**src/rtl/vram_fill_arbiter.sv**
```systemverilog
// vram_fill_arbiter: owns the single memory-clock-side VRAM port and shares it
// between the CPU bus and a rectangle-fill engine. The engine writes RGB444
// pixels, one per granted cycle. A CPU access completes in the cycle after its
// grant. A fill engine that has been denied STARVE_LIMIT times in a row is
// given the port for one cycle.
// Optional build macro: FILL_ABORT_EN adds the fill_abort input. A fill then
// ends early at the next edge, after the pixel written in the current cycle.
module vram_fill_arbiter #(
  parameter int STARVE_LIMIT = 4,
  parameter int X_LEN        = 8,
  parameter int Y_LEN        = 8
) (
  input  logic             mem_clk,
  input  logic             rst_n,
  input  logic             cpu_re,
  input  logic [3:0]       cpu_we,
  input  logic [14:0]      cpu_addr,
  input  logic [31:0]      cpu_wdata,
  output logic [31:0]      cpu_rdata,
  output logic             cpu_ready,
  output logic             vram_re,
  output logic [3:0]       vram_we,
  output logic [14:0]      vram_addr,
  output logic [31:0]      vram_wdata,
  input  logic [31:0]      vram_rdata,
  input  logic [X_LEN-1:0] fill_x0,
  input  logic [Y_LEN-1:0] fill_y0,
  input  logic [X_LEN:0]   fill_w,
  input  logic [Y_LEN:0]   fill_h,
  input  logic [11:0]      fill_color,
  input  logic             fill_start,
  output logic             fill_busy,
  output logic             fill_done
`ifdef FILL_ABORT_EN
  ,
  input  logic             fill_abort
`endif
);

  localparam logic [1:0] ST_IDLE = 2'd0;
  localparam logic [1:0] ST_RUN  = 2'd1;
  localparam logic [1:0] ST_DONE = 2'd2;

  localparam int SW = $clog2(STARVE_LIMIT + 1);
  localparam logic [SW-1:0]    STARVE_MAX = SW'(STARVE_LIMIT);
  localparam logic [SW-1:0]    STARVE_ONE = SW'(1);
  localparam logic [X_LEN-1:0] X_ONE      = X_LEN'(1);
  localparam logic [Y_LEN-1:0] Y_ONE      = Y_LEN'(1);
  localparam logic [X_LEN:0]   COL_ONE    = (X_LEN + 1)'(1);
  localparam logic [Y_LEN:0]   ROW_ONE    = (Y_LEN + 1)'(1);

  logic [1:0]       state;
  logic [SW-1:0]    starve_cnt;
  logic             cpu_ack;
  logic [X_LEN-1:0] x0_q;
  logic [X_LEN:0]   w_q;
  logic [Y_LEN:0]   h_q;
  logic [11:0]      color_q;
  logic [X_LEN-1:0] cx;
  logic [Y_LEN-1:0] cy;
  logic [X_LEN:0]   col;
  logic [Y_LEN:0]   row;

  logic cpu_req;
  logic starve_force;
  logic cpu_gnt;
  logic fill_gnt;
  logic last_col;
  logic last_row;
  logic abort_req;

`ifdef FILL_ABORT_EN
  assign abort_req = fill_abort;
`else
  assign abort_req = 1'b0;
`endif

  // Grant decision: the CPU wins unless it is in its ack cycle or the engine is starved.
  assign cpu_req      = cpu_re || (cpu_we != 4'h0);
  assign starve_force = (state == ST_RUN) && (starve_cnt == STARVE_MAX);
  // The CPU grant is gated by reset so that the port stays quiet while reset is held.
  assign cpu_gnt      = rst_n && cpu_req && !cpu_ack && !starve_force;
  assign fill_gnt     = (state == ST_RUN) && !cpu_gnt;

  assign last_col = (col == w_q - COL_ONE);
  assign last_row = (row == h_q - ROW_ONE);

  assign fill_busy = (state == ST_RUN) || (state == ST_DONE);
  assign fill_done = (state == ST_DONE);
  assign cpu_ready = cpu_ack;
  assign cpu_rdata = cpu_ack ? vram_rdata : 32'h0;

  // VRAM port mux: drive the winner's request in the cycle it is granted.
  always_comb begin
    // NOTE: every output gets a default first so that no path infers a latch.
    vram_re    = 1'b0;
    vram_we    = 4'h0;
    vram_addr  = 15'h0;
    vram_wdata = 32'h0;
    if (cpu_gnt) begin
      vram_re    = cpu_re;
      vram_we    = cpu_we;
      vram_addr  = cpu_addr;
      vram_wdata = cpu_wdata;
    end else if (fill_gnt) begin
      vram_we    = cx[0] ? 4'b1100 : 4'b0011;
      vram_addr  = 15'({cy, cx[X_LEN-1:1]});
      vram_wdata = {4'h0, color_q, 4'h0, color_q};
    end
  end

  // CPU ack flag and starvation counter.
  always_ff @(posedge mem_clk or negedge rst_n) begin
    // NOTE: state is updated with non-blocking assignments so every flop samples pre-edge values.
    if (!rst_n) begin
      cpu_ack    <= 1'b0;
      starve_cnt <= '0;
    end else begin
      cpu_ack <= cpu_gnt;
      if (fill_gnt || state != ST_RUN) begin
        starve_cnt <= '0;
      end else if (starve_cnt != STARVE_MAX) begin
        starve_cnt <= starve_cnt + STARVE_ONE;
      end
    end
  end

  // Fill FSM: latch the rectangle, then step one pixel per fill grant in raster order.
  always_ff @(posedge mem_clk or negedge rst_n) begin
    if (!rst_n) begin
      state   <= ST_IDLE;
      x0_q    <= '0;
      w_q     <= '0;
      h_q     <= '0;
      color_q <= '0;
      cx      <= '0;
      cy      <= '0;
      col     <= '0;
      row     <= '0;
    end else begin
      case (state)
        ST_IDLE: begin
          if (fill_start) begin
            x0_q    <= fill_x0;
            w_q     <= fill_w;
            h_q     <= fill_h;
            color_q <= fill_color;
            cx      <= fill_x0;
            cy      <= fill_y0;
            col     <= '0;
            row     <= '0;
            state   <= (fill_w == '0 || fill_h == '0) ? ST_DONE : ST_RUN;
          end
        end
        ST_RUN: begin
          if (fill_gnt) begin
            if (last_col) begin
              col <= '0;
              cx  <= x0_q;
              row <= row + ROW_ONE;
              cy  <= cy + Y_ONE;
              if (last_row) state <= ST_DONE;
            end else begin
              col <= col + COL_ONE;
              cx  <= cx + X_ONE;
            end
          end
          if (abort_req) state <= ST_DONE;
        end
        ST_DONE: state <= ST_IDLE;
        default: state <= ST_IDLE;
      endcase
    end
  end

endmodule
```
**config.mk**
```make
export PLATFORM = sky130hd
export DESIGN_NAME = vram_fill_arbiter
export DESIGN_NICKNAME = d
export VERILOG_FILES = /design/src/rtl/vram_fill_arbiter.sv
export SDC_FILE = /design/constraint.sdc
export NUM_CORES = 1
export LEC_CHECK = 0
export CAP_MARGIN = 25
export CORE_MARGIN = 4
export CORE_UTILIZATION = 30
export CTS_BUF_LIST = sky130_fd_sc_hd__clkbuf_2 sky130_fd_sc_hd__clkbuf_4 sky130_fd_sc_hd__clkbuf_8
export DETAILED_ROUTE_END_ITERATION = 8
export GPL_TIMING_DRIVEN = 0
export HOLD_SLACK_MARGIN = 0.08
export PLACE_DENSITY = 0.57
export SLEW_MARGIN = 20
export SYNTH_ARGS = -nofsm -noshare
export SYNTH_HDL_FRONTEND = slang
export SYNTH_SLANG_ARGS = --single-unit
export TNS_END_PERCENT = 100
```
**constraint.sdc**
```tcl
create_clock -name mem_clk -period 4.68 [get_ports mem_clk]
set_input_delay 0.936 -clock mem_clk [delete_from_list [all_inputs] [get_ports mem_clk]]
set_output_delay 0.936 -clock mem_clk [all_outputs]
set_load 0.03 [all_outputs]
```
==> results of run 1 <==
[Yosys cell counts, types with 11 or more instances]
cell type | instances | area [um2]
sky130_fd_sc_hd__a21oi_1 | 18 | 90.09
sky130_fd_sc_hd__nand3_1 | 16 | 80.08
sky130_fd_sc_hd__a22o_1 | 26 | 227.7
sky130_fd_sc_hd__xnor2_1 | 19 | 166.4
sky130_fd_sc_hd__inv_1 | 16 | 60.06
sky130_fd_sc_hd__nor3_1 | 20 | 100.1
sky130_fd_sc_hd__mux2_2 | 40 | 450.4
sky130_fd_sc_hd__and2_1 | 37 | 231.5
sky130_fd_sc_hd__xor2_1 | 14 | 122.6
sky130_fd_sc_hd__nor2_1 | 31 | 116.4
sky130_fd_sc_hd__and3_1 | 13 | 81.33
sky130_fd_sc_hd__mux2i_1 | 13 | 130.1
sky130_fd_sc_hd__clkbuf_1 | 32 | 120.1
sky130_fd_sc_hd__ha_1 | 11 | 137.6
sky130_fd_sc_hd__o21ai_0 | 27 | 135.1
sky130_fd_sc_hd__nand2_1 | 59 | 221.5
sky130_fd_sc_hd__dfrtp_1 | 78 | 1952
[registers in the layout, summed over array words and instances (netlist names)]
register	flops
col	9
color_q	12
cpu_ready	1
cx	8
cy	8
h_q	9
row	9
starve_cnt	3
state	2
w_q	9
x0_q	8
[through the flow]
stage                     power [uW]  hold slack, ns  cell area (um2)
final                           2205          0.4502             8088
after global routing            2317          0.4628             8085
after CTS                       2222          0.4489             8041
after detailed placement        1615          0.4741             7782
after global placement          1599          0.4474             7757
after floorplan                 1250          0.4315             5284
[layout make-up]
| cell class | count | area [um2] | share of cell area, % |
|---|---|---|---|
| diodes | 2 | 5.005 | 0.06188 |
| plain buffers | 41 | 172.7 | 2.135 |
| clock buffers | 10 | 137.6 | 1.702 |
| clock inverters | 6 | 93.84 | 1.160 |
| inverters | 16 | 60.06 | 0.7426 |
| multi-input cells | 452 | 3127 | 38.66 |
| flip-flops and latches | 78 | 1952 | 24.13 |
| well taps | 225 | 281.5 | 3.481 |
| repair buffers | 223 | 2258 | 27.92 |
[worst max path at each step]
stage | start | end | slack (ns)
6_report | cpu_we[0] | vram_wdata[17] | 0.23
5_1_grt | rst_n | vram_addr[2] | 0.13
4_1_cts | cpu_we[0] | vram_wdata[17] | 0.02
3_5_place_dp | rst_n | vram_addr[10] | -0.86
3_3_place_gp | rst_n | vram_addr[10] | -3.64
2_1_floorplan | rst_n | vram_addr[10] | 1.08
[what timing repair did]
action | CTS | global route
hold endpoints to repair | 0 | 0
setup buffers | 0 | 3
gates resized for setup | 8 | 7
hold buffers | 0 | 0
endpoints found under the setup margin | 43 | 31
pin swaps | 0 | 1
[critical path, cell delays in order]
cell,delay [ns]
sky130_fd_sc_hd__clkdlybuf4s50_1,0.43
sky130_fd_sc_hd__nor3_1,0.21
sky130_fd_sc_hd__nand2_1,0.14
sky130_fd_sc_hd__a21oi_2,0.43
sky130_fd_sc_hd__clkbuf_1,0.46
sky130_fd_sc_hd__a22o_1,0.22
sky130_fd_sc_hd__clkdlybuf4s50_1,0.68
[cell families after synthesis]
logic type | synth area share [%]
AOI/OAI and AO/OA | 17.97
xor gates and xnor gates | 5.470
adders and majority gates | 2.605
buffers and inverters | 4.286
DFF | 36.94
muxes | 10.99
and+or+nand+nor | 21.74
[power by group through the flow]
stage	clock, uW	combinational [uW]	sequential [uW]
final	598	786	820
after global routing	639	848	830
after CTS	613	789	820
after detailed placement	0	782	833
after global placement	0	768	831
after floorplan	0	442	807
[routing by layer]
metal	part of all wire, %	GRT usage, %	up-vias
met4	1.5	4.284	0
met3	9.2	6.479	23
met5	0	0	-
met2	47	33.04	290
li1	-	-	2597
met1	43	23.78	2645
==> impl_metrics.tcl, run 1 <==
set metrics [dict create \
    first_global_vias 5621 \
    synth.yosys.seq_area_share_pct 36.94 \
    die_w_um 140.7 \
    worst-r2r-setup-slack_ns 1.38 \
    timing.setup.critical_path_class "input port to output pin" \
    worst_ep_arrival_time_ns 3.52 \
    power.share.sequential_pct 37.2 \
    place_ws_ns -0.8609 \
    final_core_util_pct 46.76 \
    detailed_router_iteration_count_before_antenna_repair 5 \
    layoutNonFillerInstCount 1053 \
    drive_above_1_share_pct 9.564 \
    avgViaCountPerCell 5.275 \
    io_pins 220 \
    dp.cells 1032 \
    dp.final_hpwl_mm 15.72 \
    critical_path_required_ns 3.74 \
    gr-total-overflow 0 \
    maxClockFrequency_mhz 224.7 \
    final_nets 965 \
    clockBufferDepth 2 \
    worstSetupStartpointType "input port" \
    crit-reg2reg-launch "state[0]$_DFFE_PN0P_" \
    route.detailed.wl_per_inst_um 19.08 \
    yosysWarningCount 0 \
    worstRegToRegCells 10 \
    port_buffers 219 \
    floorplan.rows 48 \
    synthesized_net_count 731 \
    cell_internal_pwr_uw 1437 \
    count_of_flip_flops_with_a_built_in_enable_after_synthesis 0 \
    sw_frac_of_total_pct 34.83 \
    tightest_slew_ns 0.9141 \
    drt_drc_violations_left 0 \
    cts_tree "built" \
    critical_path_peak_fanout 10 \
    floorplan.die.height_um 140.7 \
    postSynth.topFlopCell "sky130_fd_sc_hd__dfrtp_1" \
    post-route-worst-setup-slack_ns 0.2289 \
    powerDensity_nw_per_um2 272.6 \
    drv.max_cap_violation_count 0 \
    rr_endpoint "row[8]$_DFFE_PN0P_" \
    grt_max_degree 47 \
    ys_types 63 \
    finalCritPeriodShare_pct 95.11 \
    cts_root_buffer "sky130_fd_sc_hd__clkbuf_8" \
    commonest_non_fill_non_tap_cell_in_the_layout "sky130_fd_sc_hd__clkdlybuf4s50_1" \
    die_area_um2 19800 \
    worstSetupEndpointType "output pin" \
    clock_power_share_pct 27.1 \
    postSynthAreaPerCell_um2 9.001 \
    p_leak_uw 0.003509 \
    numCtsBuffers 9 \
    grt_first_pass_wirelength_mm 30.49 \
    wirelength_mm 20.09 \
    placeableCoreArea_um2 17300 \
    grt_antenna_before_repair 1 \
    post_synth_inst_count 587 \
    hold_path_class "input port to asynchronous set/reset pin" \
    mostFrequentLayoutCells "212 x sky130_fd_sc_hd__clkdlybuf4s50_1, 78 x sky130_fd_sc_hd__dfrtp_1, 59 x sky130_fd_sc_hd__nand2_1" \
    routabilityCongestion 0.9947 \
    outcome "finished, final reports clean" \
    worst_skew_pair.late_latency_ns 0.37 \
    share_comb_of_total_power_pct 35.7 \
    num-fill-cells 1658 \
    fin_setup_tns_ns 0 \
    clk_transition_reported_paths_ns 0.08 \
    post-route-min-period_ns 4.451 \
    clkSinkCount 78 \
    grt_setup_unrepaired "no" \
    number_of_flip_flops_and_latches_in_the_synthesized_netlist 78 \
    synth_area_um2 5284 \
    worst_vdd_ir_uv 128.3 \
    start_util_pct 30.55 \
    combined_global_route_utilization_of_all_metal_layers_pct 19.36 \
    routed-via-count 5555 \
    htreeDepth 3 \
    max_slew_violation_total_from_the_final_report 0 \
    drtIter0Drc 413 \
    postSynth.asyncResetShare_pct 100.0 \
    hold_viol_final 0 \
    p_switching_uw 768.0 \
    slew-limit-headroom_pct 38.59 \
    area_delta_synth_final_pct 53.07 \
    setup_violation_total_in_the_final_timing_report 0 \
    timing.clock.skew_ns 0.01551 \
    antenna_left 0 \
]
(Power assumes the default switching activity.)
==> run 2: changes to the inputs <==
Settings changed: SETUP_SLACK_MARGIN set to 0.3.
==> impl_metrics.tcl, run 2 (synthesis results as in run 1) <==
set metrics [dict create \
    largest_register_ff_count 12 \
    drtIter0Drc 371 \
    p_leak_uw 0.003696 \
    timing.setup.critical_path_class "input port to output pin" \
    layer_with_the_highest_usage_after_global_routing "met2" \
    start_util_pct 30.55 \
    setup_violation_total_in_the_final_timing_report 0 \
    slew-limit-headroom_pct 35.85 \
    worstSetupStartpointType "input port" \
    grt_first_pass_wirelength_mm 30.50 \
    maxClockFrequency_mhz 233.8 \
    largest-register "color_q" \
    worst-r2r-setup-slack_ns 1.37 \
    dp.final_hpwl_mm 15.72 \
    hold_viol_final 0 \
    io_pins 220 \
    clockBufferDepth 2 \
    finalCritPeriodShare_pct 91.40 \
    first_global_vias 5627 \
    cts_root_buffer "sky130_fd_sc_hd__clkbuf_8" \
    area_delta_synth_final_pct 53.49 \
    timing.critical_path.mode_cell "sky130_fd_sc_hd__clkdlybuf4s50_1" \
    cts_tree "built" \
    die_area_um2 19800 \
    port_buffers 219 \
    sw_frac_of_total_pct 34.87 \
    dp.cells 1032 \
    cell_internal_pwr_uw 1429 \
    power.share.sequential_pct 37.4 \
    drive_above_1_share_pct 10.06 \
    post-route-worst-setup-slack_ns 0.4027 \
    antenna_left 0 \
    layoutNonFillerInstCount 1052 \
    grt_antenna_before_repair 1 \
    drt_drc_violations_left 0 \
    worst_ep_arrival_time_ns 3.34 \
    crit_slowest_cell "sky130_fd_sc_hd__clkdlybuf4s50_1" \
    worst_skew_pair.late_latency_ns 0.37 \
    outcome "finished, final reports clean" \
    place_ws_ns -0.8609 \
    critPathBufInv 3 \
    placeableCoreArea_um2 17300 \
    cp_num_cells 7 \
    htreeDepth 3 \
    hold_path_class "input port to asynchronous set/reset pin" \
    groute.layer.met2.usage_pct 33.04 \
    worstRegToRegCells 8 \
    critical_path_peak_fanout 10 \
    routed-via-count 5547 \
    combined_global_route_utilization_of_all_metal_layers_pct 19.37 \
    grtUsageMet3_pct 6.479 \
    clk_transition_reported_paths_ns 0.08 \
    routabilityCongestion 0.9947 \
    floorplan.die.height_um 140.7 \
    max_slew_violation_total_from_the_final_report 0 \
    detailed_router_iteration_count_before_antenna_repair 5 \
    clkSinkCount 78 \
    mostFrequentLayoutCells "195 x sky130_fd_sc_hd__clkdlybuf4s50_1, 78 x sky130_fd_sc_hd__dfrtp_1, 59 x sky130_fd_sc_hd__nand2_1" \
    grt_setup_unrepaired "no" \
    share_comb_of_total_power_pct 35.4 \
    timing.critical_path.slowest_cell_delay_ns 0.67 \
    numCtsBuffers 9 \
    grt_max_degree 47 \
    rr_endpoint "state[0]$_DFFE_PN0P_" \
    totalPowerFinal_uw 2195 \
    post-route-min-period_ns 4.277 \
    wirelength_mm 20.02 \
    timing.clock.skew_ns 0.01562 \
    commonest_non_fill_non_tap_cell_in_the_layout "sky130_fd_sc_hd__clkdlybuf4s50_1" \
    critical_path.cell_chain "clkdlybuf4s50_1, nor3_1, nand2_1, a21oi_2, clkbuf_2, a22o_1, clkdlybuf4s50_1" \
    final_nets 964 \
    crit_family "buffers and inverters" \
    crit-reg2reg-launch "w_q[3]$_DFFE_PN0P_" \
    tightest_slew_ns 0.9549 \
    critical_path_required_ns 3.74 \
    powerDensity_nw_per_um2 270.6 \
    hold_buffers 0 \
    worst_vdd_ir_uv 127.9 \
    worstSetupEndpointType "output pin" \
    avgViaCountPerCell 5.273 \
    drv.max_cap_violation_count 0 \
    floorplan.rows 48 \
    gr-usage-met1_pct 23.76 \
    route.detailed.wl_per_inst_um 19.03 \
    gr-total-overflow 0 \
    p_switching_uw 765.2 \
    die_w_um 140.7 \
    clock_power_share_pct 27.2 \
]
==> run 2: cell types whose count changed in the layout (fill, tap and decap cells not counted), sizes merged <==
| cell | previous run | this run |
|---|---|---|
| dlymetal6s2s | 6 | 17 |
| clkdlybuf4s50 | 212 | 195 |
| clkbuf | 44 | 43 |
| dlygate4sd2 | 0 | 6 |
==> run 2: power groups by stage <==
stage | Clock, uW | Combinational, uW | Sequential, uW
floorplan | 0 | 442 | 807
global placement | 0 | 768 | 831
detailed placement | 0 | 782 | 833
CTS | 613 | 785 | 820
global route | 639 | 839 | 829
finish | 596 | 777 | 821
==> run 2: metal layers <==
metal	vias up	share of wire, %
met5	-	0
met4	0	1.2
met3	20	9.1
met2	282	47
met1	2643	42
li1	2602	-
==> run 2: how the worst max path moves through the flow <==
stage                               from             end  slack (ns)
floorplan                          rst_n   vram_addr[10]        1.08
global placement                   rst_n   vram_addr[10]       -3.64
detailed placement                 rst_n   vram_addr[10]       -0.86
CTS                 state[1]$_DFFE_PN0P_   vram_addr[12]        0.31
global route        state[1]$_DFFE_PN0P_  vram_wdata[11]        0.32
finish                         cpu_we[0]   vram_wdata[7]        0.40
==> run 2: what timing repair did <==
action	in CTS	in global routing
pin swaps	1	0
gates cloned	0	0
buffers inserted	2	0
endpoints found under the setup margin	49	32
resized for setup	17	26
==> run 2: cell type report <==
cell class | count | area [um2]
plain buffers | 41 | 178.9
clock buffers | 10 | 137.6
diodes | 2 | 5.005
well taps | 225 | 281.5
fillers | 1655 | 9186
inverters | 16 | 60.06
repair buffers | 222 | 2275
multi-input cells | 452 | 3127
clock inverters | 6 | 93.84
flip-flops and latches | 78 | 1952
==> run 2: per-stage QoR <==
stage / setup TNS [ns] / utilization, % / hold WS [ns] / instance area (um2)
detailed placement: -26.85 / 44.99 / 0.4741 / 7782
finish: 0 / 46.89 / 0.4249 / 8110
CTS: 0 / 46.57 / 0.4489 / 8055
floorplan: 0 / - / 0.4315 / 5284
global route: 0 / 46.88 / 0.4282 / 8108
global placement: -265.24 / 44.85 / 0.4474 / 7757
==> run 3: changes to the inputs <==
Settings changed: CTS_CLUSTER_DIAMETER set to 200.
==> results of run 3 <==
No change in the layout: final DEF, timing and power equal those of run 2.
